**src/rtl/cpu_run_pkg.sv**
```systemverilog
// Shared definitions for the CPU run/step controller.
package cpu_run_pkg;

    localparam int unsigned STATE_W = 3;

    typedef enum logic [STATE_W-1:0] {
        ST_IDLE      = 3'd0,
        ST_BOOT      = 3'd1,
        ST_RUN       = 3'd2,
        ST_STEP_WAIT = 3'd3,
        ST_HALTED    = 3'd4
    } state_t;

endpackage

```
**src/rtl/input_debouncer.sv**
```systemverilog
// Two-flop synchronizer followed by a level debouncer: the output level
// changes only after DEBOUNCE_CYCLES consecutive disagreeing samples.
module input_debouncer #(
    parameter int unsigned DEBOUNCE_CYCLES = 1000
) (
    input  logic clk,
    input  logic rst,
    input  logic raw,
    output logic level
);

    localparam int unsigned CW = $clog2(DEBOUNCE_CYCLES + 1);

    logic          sync1;
    logic          sync2;
    logic [CW-1:0] cnt;

    always_ff @(posedge clk) begin
        if (rst) begin
            sync1 <= 1'b0;
            sync2 <= 1'b0;
            level <= 1'b0;
            cnt   <= '0;
        end else begin
            sync1 <= raw;
            sync2 <= sync1;
            // Any agreeing sample restarts the run of disagreeing samples.
            if (sync2 != level) begin
                if (cnt == CW'(DEBOUNCE_CYCLES - 1)) begin
                    level <= sync2;
                    cnt   <= '0;
                end else begin
                    cnt <= cnt + CW'(1);
                end
            end else begin
                cnt <= '0;
            end
        end
    end

endmodule

```
**src/rtl/cpu_run_ctrl.sv**
```systemverilog
// Run/step controller for the single-cycle CPU: boots it through a held
// reset, gates it with a clock enable, detects self-loops and counts cycles.
module cpu_run_ctrl
    import cpu_run_pkg::*;
#(
    parameter int unsigned DEBOUNCE_CYCLES = 1000,
    parameter int unsigned RESET_HOLD      = 4,
    parameter int unsigned CNT_W           = 32
) (
    input  logic               clk,
    input  logic               rst,
    input  logic               sw_run,
    input  logic               sw_step_mode,
    input  logic               btn_step,
    input  logic [31:0]        pc_value,
    output logic               cpu_start,
    output logic               cpu_ce,
    output logic               halted,
    output logic [STATE_W-1:0] state_o,
    output logic [CNT_W-1:0]   cycle_count
);

    localparam int unsigned HOLD_W = $clog2(RESET_HOLD + 1);

    logic              run_lvl;
    logic              step_mode_lvl;
    logic              step_lvl;
    logic              step_lvl_q;
    logic              step_pulse;
    logic              halt_hit;
    logic              prev_valid;
    logic [31:0]       prev_pc;
    logic [HOLD_W-1:0] boot_cnt;
    state_t            state;
    state_t            state_next;

    input_debouncer #(.DEBOUNCE_CYCLES(DEBOUNCE_CYCLES)) u_db_run (
        .clk(clk), .rst(rst), .raw(sw_run), .level(run_lvl)
    );
    input_debouncer #(.DEBOUNCE_CYCLES(DEBOUNCE_CYCLES)) u_db_mode (
        .clk(clk), .rst(rst), .raw(sw_step_mode), .level(step_mode_lvl)
    );
    input_debouncer #(.DEBOUNCE_CYCLES(DEBOUNCE_CYCLES)) u_db_step (
        .clk(clk), .rst(rst), .raw(btn_step), .level(step_lvl)
    );

    assign state_o = state;

    always_ff @(posedge clk) begin
        if (rst) state <= ST_IDLE;
        else     state <= state_next;
    end

    // Outputs decode the state register; next state with run=0 taking priority.
    always_comb begin
        state_next = state;
        cpu_start  = 1'b0;
        cpu_ce     = 1'b0;
        halt_hit   = 1'b0;
        case (state)
            ST_BOOT:      cpu_ce = 1'b1;
            ST_RUN:       begin cpu_start = 1'b1; cpu_ce = 1'b1;       end
            ST_STEP_WAIT: begin cpu_start = 1'b1; cpu_ce = step_pulse; end
            ST_HALTED:    cpu_start = 1'b1;
            default:      ;
        endcase
        halt_hit = cpu_ce && prev_valid && (pc_value == prev_pc);
        if (!run_lvl) begin
            state_next = ST_IDLE;
        end else begin
            case (state)
                ST_IDLE: state_next = ST_BOOT;
                ST_BOOT:
                    if (boot_cnt == HOLD_W'(RESET_HOLD - 1))
                        state_next = step_mode_lvl ? ST_STEP_WAIT : ST_RUN;
                ST_RUN:
                    if (halt_hit)           state_next = ST_HALTED;
                    else if (step_mode_lvl) state_next = ST_STEP_WAIT;
                ST_STEP_WAIT:
                    if (halt_hit)            state_next = ST_HALTED;
                    else if (!step_mode_lvl) state_next = ST_RUN;
                ST_HALTED: state_next = ST_HALTED;
                default:   state_next = ST_IDLE;
            endcase
        end
    end

    // Step edge detect, boot hold timer, halt detector and cycle counter.
    always_ff @(posedge clk) begin
        if (rst) begin
            step_lvl_q  <= 1'b0;
            step_pulse  <= 1'b0;
            boot_cnt    <= '0;
            prev_pc     <= '0;
            prev_valid  <= 1'b0;
            cycle_count <= '0;
            halted      <= 1'b0;
        end else begin
            step_lvl_q <= step_lvl;
            step_pulse <= step_lvl & ~step_lvl_q;
            boot_cnt   <= (state == ST_BOOT) ? boot_cnt + HOLD_W'(1) : '0;

            if (state == ST_BOOT) begin
                cycle_count <= '0;
                prev_valid  <= 1'b0;
            end else if (cpu_ce && (state == ST_RUN || state == ST_STEP_WAIT)) begin
                prev_pc    <= pc_value;
                prev_valid <= 1'b1;
                if (cycle_count != '1) cycle_count <= cycle_count + CNT_W'(1);
            end

            // Sticky until the next boot so the display survives a run-off.
            if (state_next == ST_BOOT)        halted <= 1'b0;
            else if (state_next == ST_HALTED) halted <= 1'b1;
        end
    end

endmodule

```
**config.mk**
```make
export PLATFORM = sky130hd
export DESIGN_NAME = cpu_run_ctrl
export DESIGN_NICKNAME = d
export VERILOG_FILES = /design/src/rtl/cpu_run_pkg.sv /design/src/rtl/input_debouncer.sv /design/src/rtl/cpu_run_ctrl.sv
export SDC_FILE = /design/constraint.sdc
export NUM_CORES = 1
export LEC_CHECK = 0
export CAP_MARGIN = 20
export CORE_AREA = 2 2 112 114
export DETAILED_ROUTE_END_ITERATION = 7
export DIE_AREA = 0 0 114 116
export DONT_BUFFER_PORTS = 1
export GPL_TIMING_DRIVEN = 0
export PLACE_DENSITY = 0.68
export SYNTH_ARGS = -nofsm -noshare
export SYNTH_HDL_FRONTEND = slang
export SYNTH_SLANG_ARGS = --single-unit
```
**constraint.sdc**
```tcl
create_clock -name clk -period 2.8 [get_ports clk]
set_input_delay 0 -clock clk [delete_from_list [all_inputs] [get_ports clk]]
set_output_delay 0 -clock clk [all_outputs]
set_load 0.01 [all_outputs]
```
* Word level (Yosys, flattened, before mapping)
Index checks and enable logic that the tools add are counted.
Storage, ports and cells: register bits 113, input port bits 37, output and inout port bits 38
Operators by class: add/subtract/negate cells 5, eq/ne operators 15, multiplexer cells 10, bitwise operators 6, reduce and logical (&&, ||, !) cells 18
Operators with widths (number):
- $add A32 B1 Y32 const B | 1
- $eq A32 B32 Y1 | 1
- $ne A32 B32 Y1 const B | 1
- $add A10 B1 Y10 const B | 3
- $eq A10 B10 Y1 const B | 3
- $mux W3 | 6
- $pmux W3 S5 | 1
- $reduce_or A3 Y1 | 4
- $reduce_and A2 Y1 | 5
- $eq A3 B2 Y1 const B | 3
- $reduce_or A2 Y1 | 4
- $eq A3 B1 Y1 const B | 2
- $eq A3 B3 Y1 const B | 2
- $not A1 Y1 | 5
- $add A3 B1 Y3 const B | 1
- $logic_and A1 B1 Y1 | 3
- $logic_not A3 Y1 | 1
- $ne A1 B1 Y1 | 3
- $mux W1 | 2
- $pmux W1 S2 | 1
- $and A1 B1 Y1 | 1
- $logic_or A1 B1 Y1 | 1

* Logic depth before layout (Yosys ltp)
Gate-level depths: netlist (run 1).
depth in word-level cells 10, gate-level depth with buffers 7, mapped depth without buffers 6

* Modules after synthesis
From an unflattened synthesis (run 1), not the netlist that was laid out.
Second synthesis, totals: cell total of the unflattened synthesis 605, area, all modules 5206.2 µm²
By module, submodules not included:
- cpu_run_ctrl | instances 1, cells each 428, area each 3577.2 µm², sequential area each 1481.4 µm²
- input_debouncer | instances 3, cells each 59, area each 543.0 µm², sequential area each 260.2 µm²

* Least setup slack after synthesis (run 1)
OpenSTA, ideal clock, no wires.
kind register to register, start reg cycle_count[0], end reg cycle_count[14], setup time 0.116 ns, arrival 1.619 ns, data required time 2.684 ns, path slack 1.065 ns, stages on the path, launching flop included 7, path buffers 0, period minus slack after synthesis 1.735 ns, cells stage by stage dfxtp_1 -> ha_1 -> and2_1 -> nand3_1 -> a311oi_1 -> a31oi_1 -> a41o_1
On the way: cells in the longest elaborated chain, start to end 2, elaborated cells on any way between the ends 3, those cells by class 1 x add/sub; 1 x eq/ne; 1 x reduce/logical
Ends and longest elaborated chain:
- start: declaration | RTL line cpu_run_ctrl.sv:20 | output logic [CNT_W-1:0] cycle_count
- start signal: assignment | RTL line cpu_run_ctrl.sv:109 | if (cycle_count != '1) cycle_count <= cycle_count + CNT_W'(1);
- branches (longest 2 deep; another with $add A32 B1 Y32)
Several ways; the timed one is not identified. A chain may end at the register's enable or synchronous reset.

* Final worst setup path (run 1)
start reg state[0] (netlist: state_o[0]), end reg prev_valid
On the way: cells in the longest elaborated chain, start to end 4, elaborated cells on any way between the ends 8, those cells by class 3 x eq/ne; 1 x mux; 4 x reduce/logical
Ends and longest elaborated chain:
- start: declaration | RTL line cpu_run_ctrl.sv:34 | state_t state;
- start signal: assignment | RTL line cpu_run_ctrl.sv:51 | else state <= state_next;
- $eq A3 B1 Y1 or $eq A3 B2 Y1 (tied branches) | RTL line cpu_run_ctrl.sv:60, cpu_run_ctrl.sv:103, cpu_run_ctrl.sv:106
- $reduce_or A2 Y1 (no source line)
- $pmux W1 S2 | RTL line cpu_run_ctrl.sv:60 | case (state)
- $logic_and A1 B1 Y1 | RTL line cpu_run_ctrl.sv:106 | end else if (cpu_ce && (state == ST_RUN || state == ST_STEP_WAIT)) begin
- end signal: assignment | RTL line cpu_run_ctrl.sv:95 | prev_valid <= 1'b0;
- end signal: assignment | RTL line cpu_run_ctrl.sv:105 | prev_valid <= 1'b0;
- end signal: assignment | RTL line cpu_run_ctrl.sv:108 | prev_valid <= 1'b1;
- end: declaration | RTL line cpu_run_ctrl.sv:31 | logic prev_valid;
Several ways; a longest one is shown, not always the timed one.

==> impl_summary.md, run 1 <==
Setup path
The startpoint of the most critical setup path is state_o[0]. The critical path arrival is 2610 ps. The startpoint identified for the worst register-to-register timing path is state_o[0]. Of all nets on the critical path, the largest fanout is 10. The critical path goes through nor3b_1 -> or2_0 -> clkbuf_1 -> clkbuf_1 -> nor2_1.

The classification of the worst setup path is reg -> reg. At the worst endpoint, the required time is 3070 ps. Among all stages on the critical path, the largest delay is contributed by sky130_fd_sc_hd__dfxtp_1. In this design, the stage delay of the slowest critical-path cell is 540 ps. The number of buffer and inverter stages on the critical path is 2. STA classifies the critical path endpoint as a flip-flop.

The cell family contributing the most delay on the critical path is buffers and inverters. The startpoint type of the worst setup path is a flip-flop. The most numerous cell type found on the critical path is sky130_fd_sc_hd__clkbuf_1.

Hold path
The class of the worst hold path is in -> reg. The worst hold path startpoint is rst.

Global route
The via count of the first global-routing pass was 4512. Global routing finished with a remaining overflow of 0. Global routing consumed, over all layers together, 20.0% of the routing resources. The maximum number of pins on one net before global-route repair is 17. The first global-routing pass estimated 21000 um of wire. The number of antenna violations at the first check in global routing is 0.

Route
The remaining antenna violation count after routing is 0. The pre-antenna-repair detailed-routing pass consisted of 4 iterations. The total wirelength of the detailed-routed design is 12600 um. The DRC marker count from the first detailed-route iteration is 253. The via density per instance is 5.45.

The DRC violation count after routing is 0. After detailed routing, the average wire length per cell comes to 15.5 um. Detailed routing inserted a total of 4414 vias.

Die
The initial core utilization is 42.2%. 75 I/O pins were placed. In this run the core area contains 40 standard-cell rows. The height of the die is 116 um. The area of the die is 13200 um2. After floorplanning, the core was sized to cover 11900 um2. The die extent in x is 114 um.

Yosys
After synthesis, the netlist uses 51 different library cells. The cell type contributing the most total cell area after synthesis is sky130_fd_sc_hd__dfxtp_1. The count of flip-flops with a built-in enable after synthesis is 0. Counting flops with an async set or reset pin after synthesis yields a share of 0%. The mean area per synthesized cell is 8.45 um2.

Of the post-synthesis cell area, the dominant cell type holds 45.0%. The Yosys step of the flow raised 0 warnings. The number of nets handed over by synthesis was 638. The mapped netlist covers 5030 um2. The most used flip-flop cell after synthesis is sky130_fd_sc_hd__dfxtp_1. By area the synthesized netlist is led by sky130_fd_sc_hd__dfxtp_1 (45%), sky130_fd_sc_hd__xnor2_1 (8.4%), sky130_fd_sc_hd__nand2_1 (8.2%), sky130_fd_sc_hd__a21oi_1 (5.3%), sky130_fd_sc_hd__nor2_1 (4.0%). The synthesized design contains 113 register bits. The fraction of the yosys area taken by sequential cells is 45.0%. The gate count after technology mapping is 595.

Final layout
The antenna diode count is 0. From synthesis to final layout, the design area changed by 22.8%. Leaving out fill and tap cells, the most frequent cells in the layout are sky130_fd_sc_hd__dfxtp_1 (113), sky130_fd_sc_hd__nand2_1 (110), sky130_fd_sc_hd__nor2_1 (53), sky130_fd_sc_hd__a21oi_1 (53), sky130_fd_sc_hd__xnor2_1 (48). The fraction of final layout cells sized beyond drive strength 1 is 7.24%. The non-filler instance count after layout is 810. The post-route standard cell area excluding fillers is 6180 um2. After the last flow step, the layout net total stands at 693. Leaving out fill and tap cells, the most frequent cell in the layout is sky130_fd_sc_hd__dfxtp_1. The final design utilization is 51.9%.

Timing
In the post-route analysis, the smallest setup slack over all paths is 460 ps. The slew at the pin closest to its max-slew limit is 659 ps. The worst setup skew after layout is 4.35 ps.

Setup violations remaining at the end of the flow were counted as 0. Setup repair after global routing left no endpoint under its margin. The worst hold slack is 6.17 ps. The setup TNS is 0 ps. The hold violation total from the final report is 0. In the finished design, the share of the clock period the worst path needs comes to 83.6%. The normalized max-slew margin is 55.8%. The final number of max-transition violations is 0. The shortest clock period the worst path allows after layout is 2340 ps. Timing would allow up to 427 MHz.

Placed design
The HPWL after detailed placement is 8400 um. The cell total after placement is 742. The pre-CTS setup slack is 425 ps. The instance area after placement is 5210 um2. During placement, the flow inserted port buffers numbering 0. The placer congestion estimate is 0.925.

Clock network
The post-CTS clock slew at the launch and capture registers of the worst setup and hold paths is 50 ps. The buffers inserted during post-CTS setup optimization is 0. The H-tree was split into 4 levels.

The number of clock sinks is 113. The tree is rooted in a sky130_fd_sc_hd__clkbuf_16. In this run the deepest clock path goes through 2 buffers. The number of buffers created by CTS is 17.

The later pin in the worst-skew pair is clocked with a latency of 410 ps. TritonCTS built the clock tree.

Power
The leakage power total is 2.07 nW. The power density over the cells is 630 nW/um2. The design draws 3.89 mW. VDD sags by at most 0.415 mV.

Flow run
The tool flagged a number of max-cap violations equal to 0.

Run status
The run finished with clean final reports.
report_power, final:
| part | leakage, nW | internal (mW) | switching, mW |
|---|---|---|---|
| sequential | 0.911 | 1.61 | 0.00260 |
| clock | 0.284 | 1.41 | 0.754 |
| combinational | 0.879 | 0.0593 | 0.0472 |
| total | 2.07 | 3.09 | 0.804 |
cell type report:
class	instances	area, um2
fill	1064	5730
multi-input combinational	455	2650
sequential	113	2260
clock buffer	18	439
timing repair buffer	36	360
tap	147	184
clock inverter	14	165
buffer	19	83.8
inverter	8	30.0
sequential cells by signal, summed over array words and instances (netlist names), 3 cells and up:
| name | flops |
|---|---|
| state_o | 3 |
| u_db_mode.cnt | 10 |
| u_db_run.cnt | 10 |
| u_db_step.cnt | 10 |
| cycle_count | 32 |
| boot_cnt | 3 |
| prev_pc | 32 |
synthesized netlist by cell type, types with 8 or more instances:
cell,instances
sky130_fd_sc_hd__a21oi_1,53
sky130_fd_sc_hd__and3_1,13
sky130_fd_sc_hd__clkbuf_1,16
sky130_fd_sc_hd__dfxtp_1,113
sky130_fd_sc_hd__inv_1,8
sky130_fd_sc_hd__nand2_1,110
sky130_fd_sc_hd__nand3_1,17
sky130_fd_sc_hd__nand4_1,14
sky130_fd_sc_hd__nor2_1,53
sky130_fd_sc_hd__nor2b_1,10
sky130_fd_sc_hd__nor3_1,9
sky130_fd_sc_hd__o21ai_0,16
sky130_fd_sc_hd__or3_1,17
sky130_fd_sc_hd__or4_1,9
sky130_fd_sc_hd__xnor2_1,48
sky130_fd_sc_hd__xor2_1,11
cells by family after synthesis:
| logic type | share of synthesized area, % |
|---|---|
| AOI/OAI and AO/OA | 10.6 |
| xor gates and xnor gates | 10.3 |
| adders and majority gates | 1.49 |
| buffers and inverters | 2.26 |
| DFF | 45.0 |
| muxes | 1.19 |
| and+or+nand+nor | 29.2 |
path summary, 6_finish.rpt:
check	end	slack, ps	cells after the start
max	prev_valid	460	5
min	u_db_step.sync1	6	2
max reg2reg	prev_valid	460	5
min reg2reg	step_pulse	390	1
timing repair:
action,CTS,global route
hold buffers,36,0
hold endpoints to repair,43,0
gates resized for setup,0,0
routing by layer:
metal / part of all wire (%) / track usage [%] / up-vias
li1: - / - / 2175
met1: 41 / 22.3 / 2061
met2: 49 / 35.0 / 156
met3: 7.6 / 7.74 / 22
met4: 1.6 / 6.75 / 0
met5: 0 / 0 / -
No activity file was read; power rests on OpenSTA's default activity.
==> run 2: changes to the inputs <==
==> constraint.sdc (replaced) <==
create_clock -name clk -period 2.4 [get_ports clk]
set_input_delay 0 -clock clk [delete_from_list [all_inputs] [get_ports clk]]
set_output_delay 0 -clock clk [all_outputs]
set_load 0.01 [all_outputs]
==> impl_summary.md, run 2 (synthesized netlist as in run 1, its figures left out) <==
Run status
Status: completed (unchanged).

Setup path
The classification of the worst setup path was reg -> reg (unchanged). The maximum fanout along the worst path is 5 (was 10). The endpoint of the most critical register-to-register path is cycle_count[14] (was prev_valid). The length in cells of the worst reg-to-reg path is 6 (was 5). The startpoint type of the worst setup path is a flip-flop (unchanged). The reg2reg setup slack is 170 ps (was 460 ps).

The critical register-to-register path startpoint was cycle_count[0] (was state_o[0]). The critical path arrival was 2520 ps (was 2610 ps). The required time at the endpoint of the critical path was 2700 ps (was 3070 ps).

The kind of end point of the critical path is a flip-flop (unchanged).

Final layout
The post-route standard cell area excluding fillers is 6180 um2 (about the same). The antenna diode count is 0 (unchanged). The area growth from synthesis to layout is 23.0% (was 22.8%). Most frequent cells in the layout: sky130_fd_sc_hd__dfxtp_1 (113), sky130_fd_sc_hd__nand2_1 (110), sky130_fd_sc_hd__nor2_1 (53), sky130_fd_sc_hd__a21oi_1 (53), sky130_fd_sc_hd__xnor2_1 (48) (unchanged).

Registers with the highest flip-flop counts: cycle_count x32, prev_pc x32 (unchanged). The non-filler instance count after layout was 810 (unchanged). The number of nets in the layout is 693 (unchanged).

The fraction of final layout cells sized beyond drive strength 1 is 7.54% (was 7.24%). The most common library cell in the layout ignoring fill and taps is sky130_fd_sc_hd__dfxtp_1 (unchanged). The final design utilization is 51.9% (about the same). The number of filler instances in the final layout is 1062 (was 1064).

The multi-input combinational cell area is 2660 um2 (was 2650 um2). The sequential cell area is 2260 um2 (unchanged).

Clock network
The depth of the CTS H-tree is 4 (unchanged). The TritonCTS clock tree is done (unchanged). The buffers inserted during post-CTS setup optimization is 0 (unchanged). The post-CTS clock slew at the launch and capture registers of the worst setup and hold paths is 50 ps (about the same). The cell at the root of the clock tree is sky130_fd_sc_hd__clkbuf_16 (unchanged). The clock network latency to the later pin of the worst-skew pair was 410 ps (about the same).

The number of clock sinks came to 113 (unchanged). The maximum buffer depth of the clock tree was 2 (unchanged). The number of buffers created by CTS is 17 (unchanged).

Power
The fraction of power consumed by sequential logic is 41.5% (was 41.6%). The post-route total power is 4.54 mW (was 3.89 mW). The power density over the cells was 735 nW/um2 (was 630 nW/um2). The leakage power total is 2.08 nW (was 2.07 nW). The internal power contribution is 3.60 mW (was 3.09 mW). The clock share of power is 55.7% (about the same).

The switching power of the nets is 0.940 mW (was 0.804 mW). The maximum VDD drop came to 0.486 mV (was 0.415 mV). The logic gate share of total power is 2.7% (about the same).

The switching share of total power is 20.7% (about the same).

Global route
The number of antenna violations at the first check in global routing is 0 (unchanged). The via count of the first global-routing pass came to 4512 (unchanged). The maximum number of pins on one net before global-route repair is 17 (unchanged).

The wire length of the first global-routing pass is 21000 um (unchanged). The total congestion overflow after global routing came to 0 (unchanged). The total routing resource utilization after global routing is 20.0% (unchanged).

Placed design
The HPWL after detailed placement was 8400 um (unchanged). The cell total after placement is 742 (unchanged). The number of buffers inserted by port buffering is 0 (unchanged). The placer congestion estimate is 0.925 (unchanged). The pre-CTS setup slack is 24.6 ps (was 425 ps).

The instance area after placement is 5210 um2 (unchanged).

Timing
RSZ-0062 raised after global routing: false (unchanged). The hold violation total from the final report is 0 (unchanged). The worst hold slack is 8.88 ps (was 6.17 ps).

The final number of max-transition violations came to 0 (unchanged). The setup TNS came to 0 ps (unchanged). The achievable frequency was 449 MHz (was 427 MHz). The final clock period utilization by the worst path is 92.7% (was 83.6%).

The normalized max-slew margin was 56.8% (was 55.8%). The worst setup skew after layout was 4.34 ps (was 4.35 ps). The final count of negative-setup-slack endpoints is 0 (unchanged).

The final worst-path setup slack is 174 ps (was 460 ps). The slew at the pin closest to its max-slew limit is 644 ps (was 659 ps). The shortest clock period the worst path allows after layout came to 2230 ps (was 2340 ps).

Die
The I/O pin count is 75 (unchanged). The row count is 40 (unchanged). The height of the die is 116 um (unchanged). The die extent in x is 114 um (unchanged).

The core area is 11900 um2 (unchanged). The area of the die is 13200 um2 (unchanged). The initial core utilization came to 42.2% (unchanged).

Route
The routed length per instance is 15.5 um (about the same). The remaining antenna violation count after routing is 0 (unchanged). The total wirelength of the detailed-routed design is 12500 um (was 12600 um). The DRC violation count after routing is 0 (unchanged).

The DRC marker count from the first detailed-route iteration is 254 (was 253). The length of the first detailed-routing pass in iterations was 5 (was 4). The overall via count from detail_route is 4402 (was 4414). The via density per instance is 5.43 (was 5.45).

Hold path
The class of the worst hold path was in -> reg (unchanged). The worst hold path startpoint is rst (unchanged). The cell depth of the worst min-delay path is 2 (unchanged). The endpoint of the worst hold-timing path was u_db_step.sync1 (unchanged).

Flow run
The number of max-capacitance violations reported was 0 (unchanged).
run 2: changes by cell type in the layout (fill, tap and decap cells not counted):
cell	delta
sky130_fd_sc_hd__clkbuf_2	+1
sky130_fd_sc_hd__nor3b_2	+1
sky130_fd_sc_hd__clkbuf_1	-1
sky130_fd_sc_hd__nor3b_1	-1
run 2: worst max path at each step:
| stage | start | end | cells past startpoint |
|---|---|---|---|
| 6_report | cycle_count[0] | cycle_count[14] | 6 |
| 5_1_grt | state_o[1] | prev_pc[28] | 6 |
| 3_5_place_dp | state_o[0] | cycle_count[12] | 5 |
| 2_1_floorplan | cycle_count[0] | cycle_count[14] | 6 |
| 3_3_place_gp | state_o[0] | prev_valid | 5 |
| 4_1_cts | state_o[0] | cycle_count[5] | 5 |
run 2: power groups by stage:
stage	Sequential [mW]	Combinational (mW)	Clock, mW
5_1_grt	1.89	0.137	2.67
3_5_place_dp	1.93	0.0732	0
2_1_floorplan	1.93	0.0559	0
6_report	1.89	0.125	2.53
4_1_cts	1.89	0.124	2.57
3_3_place_gp	1.93	0.0720	0
run 2: area by class of cell:
type | instances | share of cell area, %
plain buffers | 19 | 1.38
clock buffers | 18 | 7.10
clock inverters | 14 | 2.67
inverters | 8 | 0.486
multi-input cells | 455 | 43.0
flip-flops and latches | 113 | 36.6
well taps | 147 | 2.97
repair buffers | 36 | 5.83
run 2: layer usage:
layer | wire [um] | vias to the layer above | track usage (%)
li1 | - | 2171 | -
met1 | 5290 | 2067 | 22.3
met2 | 6190 | 140 | 35.0
met3 | 857 | 24 | 7.74
met4 | 200 | 0 | 6.75
met5 | 0 | - | 0
run 2: what timing repair did:
item / 4_1_cts / 5_1_grt
setup endpoints to repair: 3 / 15
hold buffers: 36 / 0
resized for setup: 1 / 1
hold endpoints to repair: 43 / 0
run 2: critical path, cell delays in order (launching register included):
cell,delay [ps]
sky130_fd_sc_hd__dfxtp_1,470
sky130_fd_sc_hd__ha_1,210
sky130_fd_sc_hd__and2_1,230
sky130_fd_sc_hd__nand3_1,200
sky130_fd_sc_hd__a311oi_1,610
sky130_fd_sc_hd__a31oi_1,170
sky130_fd_sc_hd__a41o_1,220
